## src/rtl/ept_collector_pkg.sv

```systemverilog
// Shared types and default sizing for the endpoint collector blocks.
package ept_collector_pkg;

  typedef enum logic [1:0] {
    ST_IDLE  = 2'd0,
    ST_XFER  = 2'd1,
    ST_FLUSH = 2'd2
  } state_t;

  localparam int DEF_ADDR_WIDTH  = 4;
  localparam int DEF_LEVEL_WIDTH = DEF_ADDR_WIDTH + 1;
  localparam int DEF_TIMEOUT     = 255;

  // Width of a counter that must be able to hold the value `timeout`.
  function automatic int timer_width(input int timeout);
    return (timeout < 2) ? 1 : $clog2(timeout + 1);
  endfunction

  localparam int DEF_TIMER_WIDTH = timer_width(DEF_TIMEOUT);

endpackage

```

## src/rtl/ept_idle_timer.sv

```systemverilog
// Saturating idle counter; expired stays high while the count sits at the saturate value.
module ept_idle_timer
  import ept_collector_pkg::*;
#(
  parameter int WIDTH = DEF_TIMER_WIDTH
) (
  input  logic             clk,
  input  logic             reset_n,
  input  logic             clear,
  input  logic             count_en,
  input  logic [WIDTH-1:0] saturate,
  output logic             expired
);

  logic [WIDTH-1:0] count;

  // NOTE: sequential state is updated with non-blocking assignments only, so every
  // flop samples the pre-edge values regardless of block evaluation order.
  always_ff @(posedge clk or negedge reset_n) begin
    if (!reset_n) begin
      count <= '0;
    end else if (clear) begin
      count <= '0;
    end else if (count_en && (count != saturate)) begin
      count <= count + 1'b1;
    end
  end

  assign expired = (count == saturate);

endmodule

```

## src/rtl/ept_burst_drain_ctrl.sv

```systemverilog
// Drains a FIFO to a host in bursts of up to BURST words, forcing a partial
// burst after TIMEOUT idle cycles and supporting a flush that truncates bursts.
module ept_burst_drain_ctrl
  import ept_collector_pkg::*;
#(
  parameter int ADDR_WIDTH = DEF_ADDR_WIDTH,
  parameter int DEPTH      = 2 ** ADDR_WIDTH,
  parameter int BURST      = 8,
  parameter int TIMEOUT    = DEF_TIMEOUT,
  parameter int DATA_WIDTH = 8
) (
  input  logic                  clk,
  input  logic                  reset_n,
  input  logic                  enable,
  input  logic [ADDR_WIDTH:0]   write_ptr,
  output logic [ADDR_WIDTH:0]   read_ptr,
  output logic                  read_enable,
  input  logic [DATA_WIDTH-1:0] fifo_rdata,
  output logic [DATA_WIDTH-1:0] host_data,
  output logic                  host_valid,
  input  logic                  host_ready,
  output logic                  host_last,
  input  logic                  flush_req,
  output logic                  flush,
  output logic                  burst_abort,
  output logic                  busy
);

  localparam int LW        = ADDR_WIDTH + 1;
  localparam int TW        = timer_width(TIMEOUT);
  localparam int BURST_EFF = (BURST > DEPTH) ? DEPTH : BURST;
  localparam logic [LW-1:0] BURST_LVL   = LW'(BURST_EFF);
  localparam logic [TW-1:0] TIMEOUT_CNT = TW'(TIMEOUT);

  state_t        state, state_nxt;
  logic [LW-1:0] level;
  logic [LW-1:0] remaining;
  logic          abort_pend;
  logic          from_xfer;
  logic          expired;
  logic          handshake;
  logic          start;
  logic          abort_go;
  logic          timer_clear;

  // Modular subtraction keeps the fill level correct across pointer wrap.
  assign level     = write_ptr - read_ptr;
  assign handshake = host_valid && host_ready;
  assign start     = enable && !flush_req &&
                     ((level >= BURST_LVL) || ((level != '0) && expired));

  // A fresh flush request blocks reads in the same cycle so no word read after it
  // can be tagged as the last of the burst.
  assign read_enable = (state == ST_XFER) && (remaining != '0) && (level != '0) &&
                       !abort_pend && !flush_req && (!host_valid || host_ready);

  // An abort waits until no word is left unaccepted on the host side.
  assign abort_go = (abort_pend || flush_req) && (!host_valid || host_ready);

  // NOTE: every always_comb output gets a default first so no path leaves it
  // unassigned, which would otherwise infer a latch.
  always_comb begin
    state_nxt = state;
    case (state)
      ST_IDLE: begin
        if (flush_req)  state_nxt = ST_FLUSH;
        else if (start) state_nxt = ST_XFER;
      end
      ST_XFER: begin
        if (abort_go)                     state_nxt = ST_FLUSH;
        else if (handshake && host_last)  state_nxt = ST_IDLE;
      end
      ST_FLUSH: state_nxt = ST_IDLE;
      default:  state_nxt = ST_IDLE;
    endcase
  end

  always_ff @(posedge clk or negedge reset_n) begin
    if (!reset_n) begin
      state      <= ST_IDLE;
      read_ptr   <= '0;
      remaining  <= '0;
      host_data  <= '0;
      host_valid <= 1'b0;
      host_last  <= 1'b0;
      abort_pend <= 1'b0;
      from_xfer  <= 1'b0;
    end else begin
      state     <= state_nxt;
      from_xfer <= (state == ST_XFER) && (state_nxt == ST_FLUSH);

      if ((state == ST_IDLE) && (state_nxt == ST_XFER)) begin
        remaining <= (level < BURST_LVL) ? level : BURST_LVL;
      end else if (read_enable) begin
        remaining <= remaining - 1'b1;
      end

      if (state_nxt != ST_XFER) begin
        abort_pend <= 1'b0;
      end else if (flush_req) begin
        abort_pend <= 1'b1;
      end

      if (state == ST_FLUSH) begin
        read_ptr <= '0;
      end else if (read_enable) begin
        read_ptr <= read_ptr + 1'b1;
      end

      if (read_enable) begin
        host_data  <= fifo_rdata;
        host_valid <= 1'b1;
        host_last  <= (remaining == LW'(1));
      end else if (handshake) begin
        host_valid <= 1'b0;
        host_last  <= 1'b0;
      end
    end
  end

  assign timer_clear = (state != ST_IDLE) || (state_nxt != ST_IDLE) || (level == '0);

  ept_idle_timer #(
    .WIDTH (TW)
  ) u_idle_timer (
    .clk      (clk),
    .reset_n  (reset_n),
    .clear    (timer_clear),
    .count_en (level < BURST_LVL),
    .saturate (TIMEOUT_CNT),
    .expired  (expired)
  );

  assign flush       = (state == ST_FLUSH);
  assign burst_abort = (state == ST_FLUSH) && from_xfer;
  assign busy        = (state != ST_IDLE);

endmodule

```

## config.mk

```make
export PLATFORM = sky130hd
export DESIGN_NAME = ept_burst_drain_ctrl
export DESIGN_NICKNAME = d
export VERILOG_FILES = /design/src/rtl/ept_collector_pkg.sv /design/src/rtl/ept_idle_timer.sv /design/src/rtl/ept_burst_drain_ctrl.sv
export SDC_FILE = /design/constraint.sdc
export NUM_CORES = 1
export LEC_CHECK = 0
export CORE_AREA = 2 2 83 85
export DETAILED_ROUTE_END_ITERATION = 10
export DIE_AREA = 0 0 85 87
export SYNTH_ARGS = -nofsm -noshare
export SYNTH_HDL_FRONTEND = slang
export SYNTH_SLANG_ARGS = --single-unit
export TNS_END_PERCENT = 5
```

## constraint.sdc

```tcl
create_clock -name clk -period 7.3 [get_ports clk]
set_input_delay 1.46 -clock clk [delete_from_list [all_inputs] [get_ports clk]]
set_output_delay 1.46 -clock clk [all_outputs]
set_load 0.005 [all_outputs]
```

# Word-level counts from Yosys, hierarchy flattened
# Cells that the tools add are included.
[word_totals]
register_bits = 32
input_bits = 18
out_inout_bits = 19
elab_cells = 74
[op_classes]
addsub = 4
order_cmp = 2
n_eq_ne = 8
muxes = 17
n_reduce_logical = 34
[op_table]
columns = ["cell", "n"]
rows = [
  ["$mux 5", 5],
  ["$mux 8", 2],
  ["$logic_and 1x1->1", 15],
  ["$reduce_bool 2->1", 7],
  ["$reduce_bool 5->1", 2],
  ["$add 8x1->8 const B", 1],
  ["$eq 8x8->1 const B", 1],
  ["$mux 2", 4],
  ["$ne 8x8->1 const B", 1],
  ["$add 5x1->5 const B", 1],
  ["$eq 5x1->1 const B", 1],
  ["$ge 5x4->1 const B", 1],
  ["$logic_not 5->1", 1],
  ["$logic_or 1x1->1", 5],
  ["$lt 5x4->1 const B", 1],
  ["$mux 1", 5],
  ["$sub 5x1->5 const B", 1],
  ["$sub 5x5->5", 1],
  ["$eq 2x1->1 const B", 2],
  ["$eq 2x2->1 const B", 2],
  ["$pmux 2 s2", 1],
  ["$logic_not 1->1", 3],
  ["$logic_not 2->1", 1],
  ["$ne 2x1->1 const B", 1],
]

# Logic depth before layout (Yosys ltp)
# Gate-level depths: netlist (run 1).
[depth]
ltp_word = 12
mapped_depth = 12
mapped_depth_nobuf = 11

# Modules after synthesis
# From an unflattened synthesis (run 1), not the netlist that was laid out.
[hier_totals]
cells_unflattened = 190
area_unflattened_um2 = 2001.9
[modules_own_cells]
columns = ["mod", "instances", "cells_each", "area_each_um2"]
rows = [
  ["ept_burst_drain_ctrl", 1, 135, 1453.9],
  ["ept_idle_timer", 1, 55, 548.0],
]

# Worst setup path after synthesis (run 1)
# OpenSTA, ideal clock, no wires.
[synth_timing]
kind = "input-to-output"
startpoint = "input write_ptr[0]"
endpoint = "output read_enable"
arrival_time_ps = 2979
path_slack_ps = 2861
path_stages = 10
path_cell_list = "inv_1 > ha_1 > inv_1 > fa_1 > a21o_1 > a21oi_4 > xnor2_2 > nand3_1 > nand2_1 > inv_2"
[synth_via]
elab_chain_cells = 6
[synth_lines]
columns = ["element", "line", "source"]
rows = [
  ["from (decl)", "ept_burst_drain_ctrl.sv:15", "input logic [ADDR_WIDTH:0] write_ptr,"],
  ["$sub 5x5->5", "ept_burst_drain_ctrl.sv:47", "assign level = write_ptr - read_ptr;"],
  ["$reduce_bool 5->1", "ept_burst_drain_ctrl.sv:54", "assign read_enable = (state == ST_XFER) && (remaining != '0) && (level != '0) &&"],
  ["$logic_and 1x1->1 (2 in a row)", "ept_burst_drain_ctrl.sv:54", ""],
  ["$logic_and 1x1->1 (2 in a row)", "ept_burst_drain_ctrl.sv:55", "!abort_pend && !flush_req && (!host_valid || host_ready);"],
  ["to (decl)", "ept_burst_drain_ctrl.sv:17", "output logic read_enable,"],
]
# Every way passes these cells.

# Worst setup path in the final report (run 1)
# Ends and elaborated chain as after synthesis.

==> results of run 1 <==
state kept, by name (all words and copies together) (netlist names):
signal and count:
host_data 8, u_idle_timer.count 8, read_ptr 5, remaining 5, state 2, abort_pend 1, from_xfer 1, host_last 1
host_valid 1
final cells by class:
cell class	count	area, um^2
Clock buffer	6	72.6
Clock inverter	2	35.0
Fill cell	652	4190
Inverter	16	60.1
Multi-Input combinational cell	129	943
Sequential cell	32	801
Tap cell	80	100
Timing Repair Buffer	37	368
cell families after synthesis:
logic type	after synthesis
DFF	32
muxes	12
buffers and inverters	19
adders and majority gates	10
AOI/OAI and AO/OA	35
xor gates and xnor gates	9
and+or+nand+nor	63
cell usage in the layout (no fill, tap or decap), types with 3 or more instances in the layout:
cell type        Yosys  routed
nor2_1              14      14
or4_1                5       5
o21ai_0              4       4
o31ai_1              4       4
ha_1                 9       9
nand3_1              9       9
a21oi_1              9       9
clkbuf_8             0       5
mux2i_1              4       4
dfrtp_1             32      32
nand2b_1             3       3
xor2_1               6       6
nand2_1             13      13
nor3_1               6       6
or3_1                3       3
mux2_2               8       8
nand4_1              4       4
inv_1               15      15
clkdlybuf4s50_1      0      36
worst max-delay path by stage:
stage,start,end,slack [ps],cells past startpoint
2_1_floorplan,write_ptr[0],read_enable,2860,10
3_3_place_gp,write_ptr[0],read_enable,1800,12
3_5_place_dp,write_ptr[0],read_enable,1750,12
4_1_cts,write_ptr[0],read_enable,1750,12
5_1_grt,write_ptr[0],read_enable,1600,12
6_report,write_ptr[0],read_enable,1770,12
power groups by stage:
stage	Clock, mW	Sequential (mW)	Combinational, mW
6_report	0.170	0.252	0.220
5_1_grt	0.184	0.259	0.245
4_1_cts	0.175	0.252	0.223
3_5_place_dp	0	0.255	0.222
3_3_place_gp	0	0.253	0.220
2_1_floorplan	0	0.251	0.116
layer usage:
metal  wire, um  vias up  track usage (%)
li1           -      734                -
met1       1850      718             14.1
met2       2040       25             20.0
met3        156        2             3.60
met4         13        0             2.89
met5          0        -                0
==> impl_results.md, run 1 <==
- Status: finished clean
- CP bufs+invs: 5
- RSZ-0062 raised after global routing: no
- Post-Synth XOR/XNOR Area: around 5.2%
- WS Path Type: in -> out
- Area grow syn2layout: 30.8%
- Syn Area/Cell: roughly 10 um^2
- Leak pwr: approximately 0.99 nW
- Internal: approximately 0.44 mW
- Hold Vio Cnt, Final: 0
- Mapped cell area: 0.00182 mm^2
- Pwr/cell area: 269 mW/mm^2
- RR Endpoint: u_idle_timer.count[5]
- Largest family of logic cells by synthesized area: simple AND/OR/NAND/NOR gates
- Dpl cells: 294
- Combinational Power Share: 34.3%
- Number of CTS-inserted buffers: 5
- TritonCTS clock tree: yes
- GRT Residual Overflow: 0
- Drt initial violations: 52
- Syn_nets: 208
- Die area: around 0.0074 mm^2
- First-pass GRT wire length: 6840 um
- Clock Skew: 8.10 ps
- Antenna cells: 0
- HP Class: reg -> reg
- Net count, final: 249
- EDFF count, synth: 0
- Critical path's slowest cell: clkdlybuf4s50_1
- Setup TNS: 0 ps
- HP Start: host_data[4]
- Critical R2R Launch: read_ptr[0]
- Post-synth top cells: dfrtp_1, inv_1, nor2_1, nand2_1
- IO Port Bufs: 36
- CTS H-tree lvls: 2
- Worst Slack Setup Final: approximately 1800 ps
- Worst-Margin Slew: roughly 600 ps
- Area contributors post-synth: dfrtp_1, ha_1, mux2_2
- Count leader, synth: dfrtp_1
- Post-route cell area: 0.00238 mm^2
- Ports: 37
- Routed WL: 4060 um
- Max clock buf depth: 2
- Post-DP HPWL: 3020 um
- Synthesized instance count: between 150 and 200
- Max-Slew Margin vs Limit: between 50 and 60%
- Crit end category: output port
- Max frequency: 0.181 GHz
- DR WL/cell: 13.5 um
- Clk_lat worst skew: 280 ps
- Compound-gate portion of the synthesized area: 14.9%
- Hold depth: 1
- Leading area contributor after synthesis: dfrtp_1
- Ys Warns: 0
- Total power: 0.641 mW
- Pre-antenna DRT Iters: 4
- Synth cell types: 40
- Slew Viols, Final: 0
- Setup bufs post-CTS: 0
- Fin crit share: 75.8%
- GRT Total Usage: 11.6%
- Worst vdd ir: around 0.00014 V
- Post-synthesis mux area share: 7.15%
- Pre-CTS setup slack: between 1500 and 2000 ps
- Worst Reg-to-Reg Cells: 9
- Post-CTS sizing: 0
- CP Launch Type: input pin
- Die Y: 87 um
- Post-layout util: 36.2%
- Tmin final: 5530 ps
- Post-synthesis sequential area ratio: 44.0%
- Num rows: 30
- Predominant post-synthesis flop cell: dfrtp_1
- Chip Width: 85 um
- Hold buffers post-CTS: 0
- Antenna violations before repair: 0
- DRT antenna net count: 0
- Worst path cell trace: clkdlybuf4s50_1, inv_1, ha_1, inv_1, fa_1, a21o_1, a21oi_4, xnor2_2, nand3_1, nand2_1, inv_2, clkdlybuf4s50_1
- Reg power frac: 39.2%
- Worst Hold Endpoint: host_data[4]
- Total number of vias: 1479
- Post-synthesis simple-gate area fraction: 17.4%
- DRC viols: 0
- CTS root buf: clkbuf_8
- Max FO, Critical Path: 9
- Switching power total: slightly below 0.2 mW
- Adder-Cell Fraction of Synth Area: 7.29%
- Final setup viols: 0
- Fin cells: 302
- Hold WS: a little over 500 ps
- Largest net degree at the start of global routing: 33
- Reg clk slew, reported paths: approximately 60 ps
- Switching share of total power: 30.8%
- Clock power share: 26.5%
- CP peak stage delay: 540 ps
- Cell family with most CP delay: buffers and inverters
- Arrival @ worst endpoint: between 4000 and 5000 ps
- Global placement routability congestion: about 0.78
- Placed inst area: 0.00227 mm^2
- Flop2flop setup slack: about 4300 ps
- Clock Sinks: 32
- Post-synth ARST share: between 90% and 100%
- Vias per Instance: 4.90
- Vias in the first global route: approximately 1500
- Starting density of the core: 27.7%
- Synth top area share: 44.0%
- #FFs+latches synth: 32
- Critical Path RT: between 5000 and 6000 ps
- Core area: about 0.0066 mm^2
- Max-cap viol count: 0
- Share of cells above drive strength 1: 9.91%
No activity file was read; power rests on OpenSTA's default activity.
==> inputs of run 2 (changes only) <==
clock period = 5.28 ns   (was 7.3 ns; I/O delays follow)
==> run 2 against run 1 <==
  * First-iteration DRC count increased by 37%
  * Critical path depth unchanged
  * Largest power group unchanged
  * Utilization is the same
  * Cell area unchanged
  * Count of clock-buffer cells in the layout is the same
  * Clock skew increased by 2.7 ps
  * Clock power up 42%
  * Worst setup slack worse by 1200 ps
  * Non-clock buffer count is the same
==> impl_results.md, run 2 (synthesized netlist as in run 1, its figures left out) <==
- Status: finished clean
- Worst path cell trace: clkdlybuf4s50_1, inv_1, ha_1, inv_1, fa_1, a21o_1, a21oi_4, xnor2_2, nand3_1, nand2_1, inv_2, clkdlybuf4s50_1
- Area grow syn2layout: 30.8%
- Slew Viols, Final: 0
- Worst vdd ir: 0.000204 V
- # fillers: 653
- Critical path's slowest cell: clkdlybuf4s50_1
- Pre-CTS setup slack: 560 ps
- GRT Total Usage: 12.2%
- Setup TNS: 0 ps
- Clock Skew: 10.8 ps
- Die area: between 0.007 and 0.008 mm^2
- Clock Sinks: 32
- Arrival @ worst endpoint: 3690 ps
- Reg clk slew, reported paths: 70 ps
- IO Port Bufs: 36
- Worst Reg-to-Reg Cells: 9
- Dpl cells: 294
- Flop2flop setup slack: 2300 ps
- DRC viols: 0
- GRT Residual Overflow: 0
- Hold Vio Cnt, Final: 0
- Share of cells above drive strength 1: 9.91%
- Worst-Margin Slew: approximately 580 ps
- CTS H-tree lvls: 2
- Global placement routability congestion: a little under 0.8
- Hold WS: 510 ps
- HP Start: host_data[0]
- Cell family with most CP delay: buffers and inverters
- Worst Slack Setup Final: 537 ps
- WS Path Type: in -> out
- Antenna cells: 0
- Number of CTS-inserted buffers: 5
- Critical R2R Launch: read_ptr[0]
- Final setup viols: 0
- Drt initial violations: 71
- Max-cap viol count: 0
- Post-DP HPWL: 3020 um
- Routed WL: roughly 4000 um
- Largest regs: host_data: 8 flops, u_idle_timer.count: 8 flops
- Post-CTS sizing: 0
- DR WL/cell: 13.5 um
- Fin cells: roughly 300
- HP Class: reg -> reg
- Commonest non-fill, non-tap cell in the layout: clkdlybuf4s50_1
- CP peak stage delay: 540 ps
- Most frequent cells in the layout: clkdlybuf4s50_1, dfrtp_1, inv_1
- Setup bufs post-CTS: 0
- Starting density of the core: 27.7%
- Tmin final: 4740 ps
- RSZ-0062 raised after global routing: no
- Max frequency: 0.211 GHz
- Pre-antenna DRT Iters: 4
- Worst Hold Endpoint: host_data[0]
- Post-layout util: 36.2%
- Core area: 0.00657 mm^2
- Critical Path RT: 4220 ps
- Net count, final: 249
- Hold depth: 1
- CP Launch Type: input pin
- Fin crit share: 89.8%
- Pwr/cell area: 375 mW/mm^2
- Num rows: 30
- First-pass GRT wire length: between 7000 and 8000 um
- Crit end category: output port
- CP bufs+invs: 5
- Clk_lat worst skew: 300 ps
- Placed inst area: between 0.002 and 0.0025 mm^2
- Ports: 37
- Total number of vias: about 1500
- Hold buffers post-CTS: 0
- Max clock buf depth: 2
- DRT antenna net count: 0
- Vias per Instance: 4.98
- Leak pwr: 0.987 nW
- Max-Slew Margin vs Limit: 61.1%
- Total power: about 0.89 mW
- Die Y: 87 um
- CTS root buf: clkbuf_8
- Post-route cell area: 0.00238 mm^2
- RR Endpoint: u_idle_timer.count[5]
- Largest net degree at the start of global routing: 33
- Antenna violations before repair: 0
- Chip Width: around 85 um
- Max FO, Critical Path: 9
- Vias in the first global route: 1558
- TritonCTS clock tree: yes
-- run 2: cell counts in the layout (fill, tap and decap cells not counted) --
No cell type changed its count.
-- run 2: how the worst max path moves through the flow --
stage / from / endpoint / slack, ps / cells after the start
2_1_floorplan: write_ptr[0] / read_enable / 1650 / 10
3_3_place_gp: write_ptr[0] / read_enable / 580 / 12
3_5_place_dp: write_ptr[0] / read_enable / 560 / 12
4_1_cts: write_ptr[0] / read_enable / 530 / 12
5_1_grt: write_ptr[0] / read_enable / 340 / 12
6_report: write_ptr[0] / read_enable / 540 / 12
-- run 2: cell type report --
cell class,instances,area (um^2),area share (%)
clock inverter,2,35.0,1.47
sequential,32,801,33.6
clock buffer,6,72.6,3.05
inverter,16,60.1,2.52
timing repair buffer,37,368,15.5
multi-input combinational,129,943,39.6
tap,80,100,4.21
-- run 2: report_power, final --
part	internal (mW)	switching, mW
Sequential	0.303	0.0439
Clock	0.140	0.101
Combinational	0.170	0.134
-- run 2: per-layer routing --
metal / GRT usage (%) / vias up / share of wire, %
met5: 0 / - / 0
met4: 4.33 / 0 / 1.6
met3: 2.84 / 7 / 3.7
met2: 20.7 / 34 / 48
met1: 15.2 / 727 / 46
li1: - / 735 / -
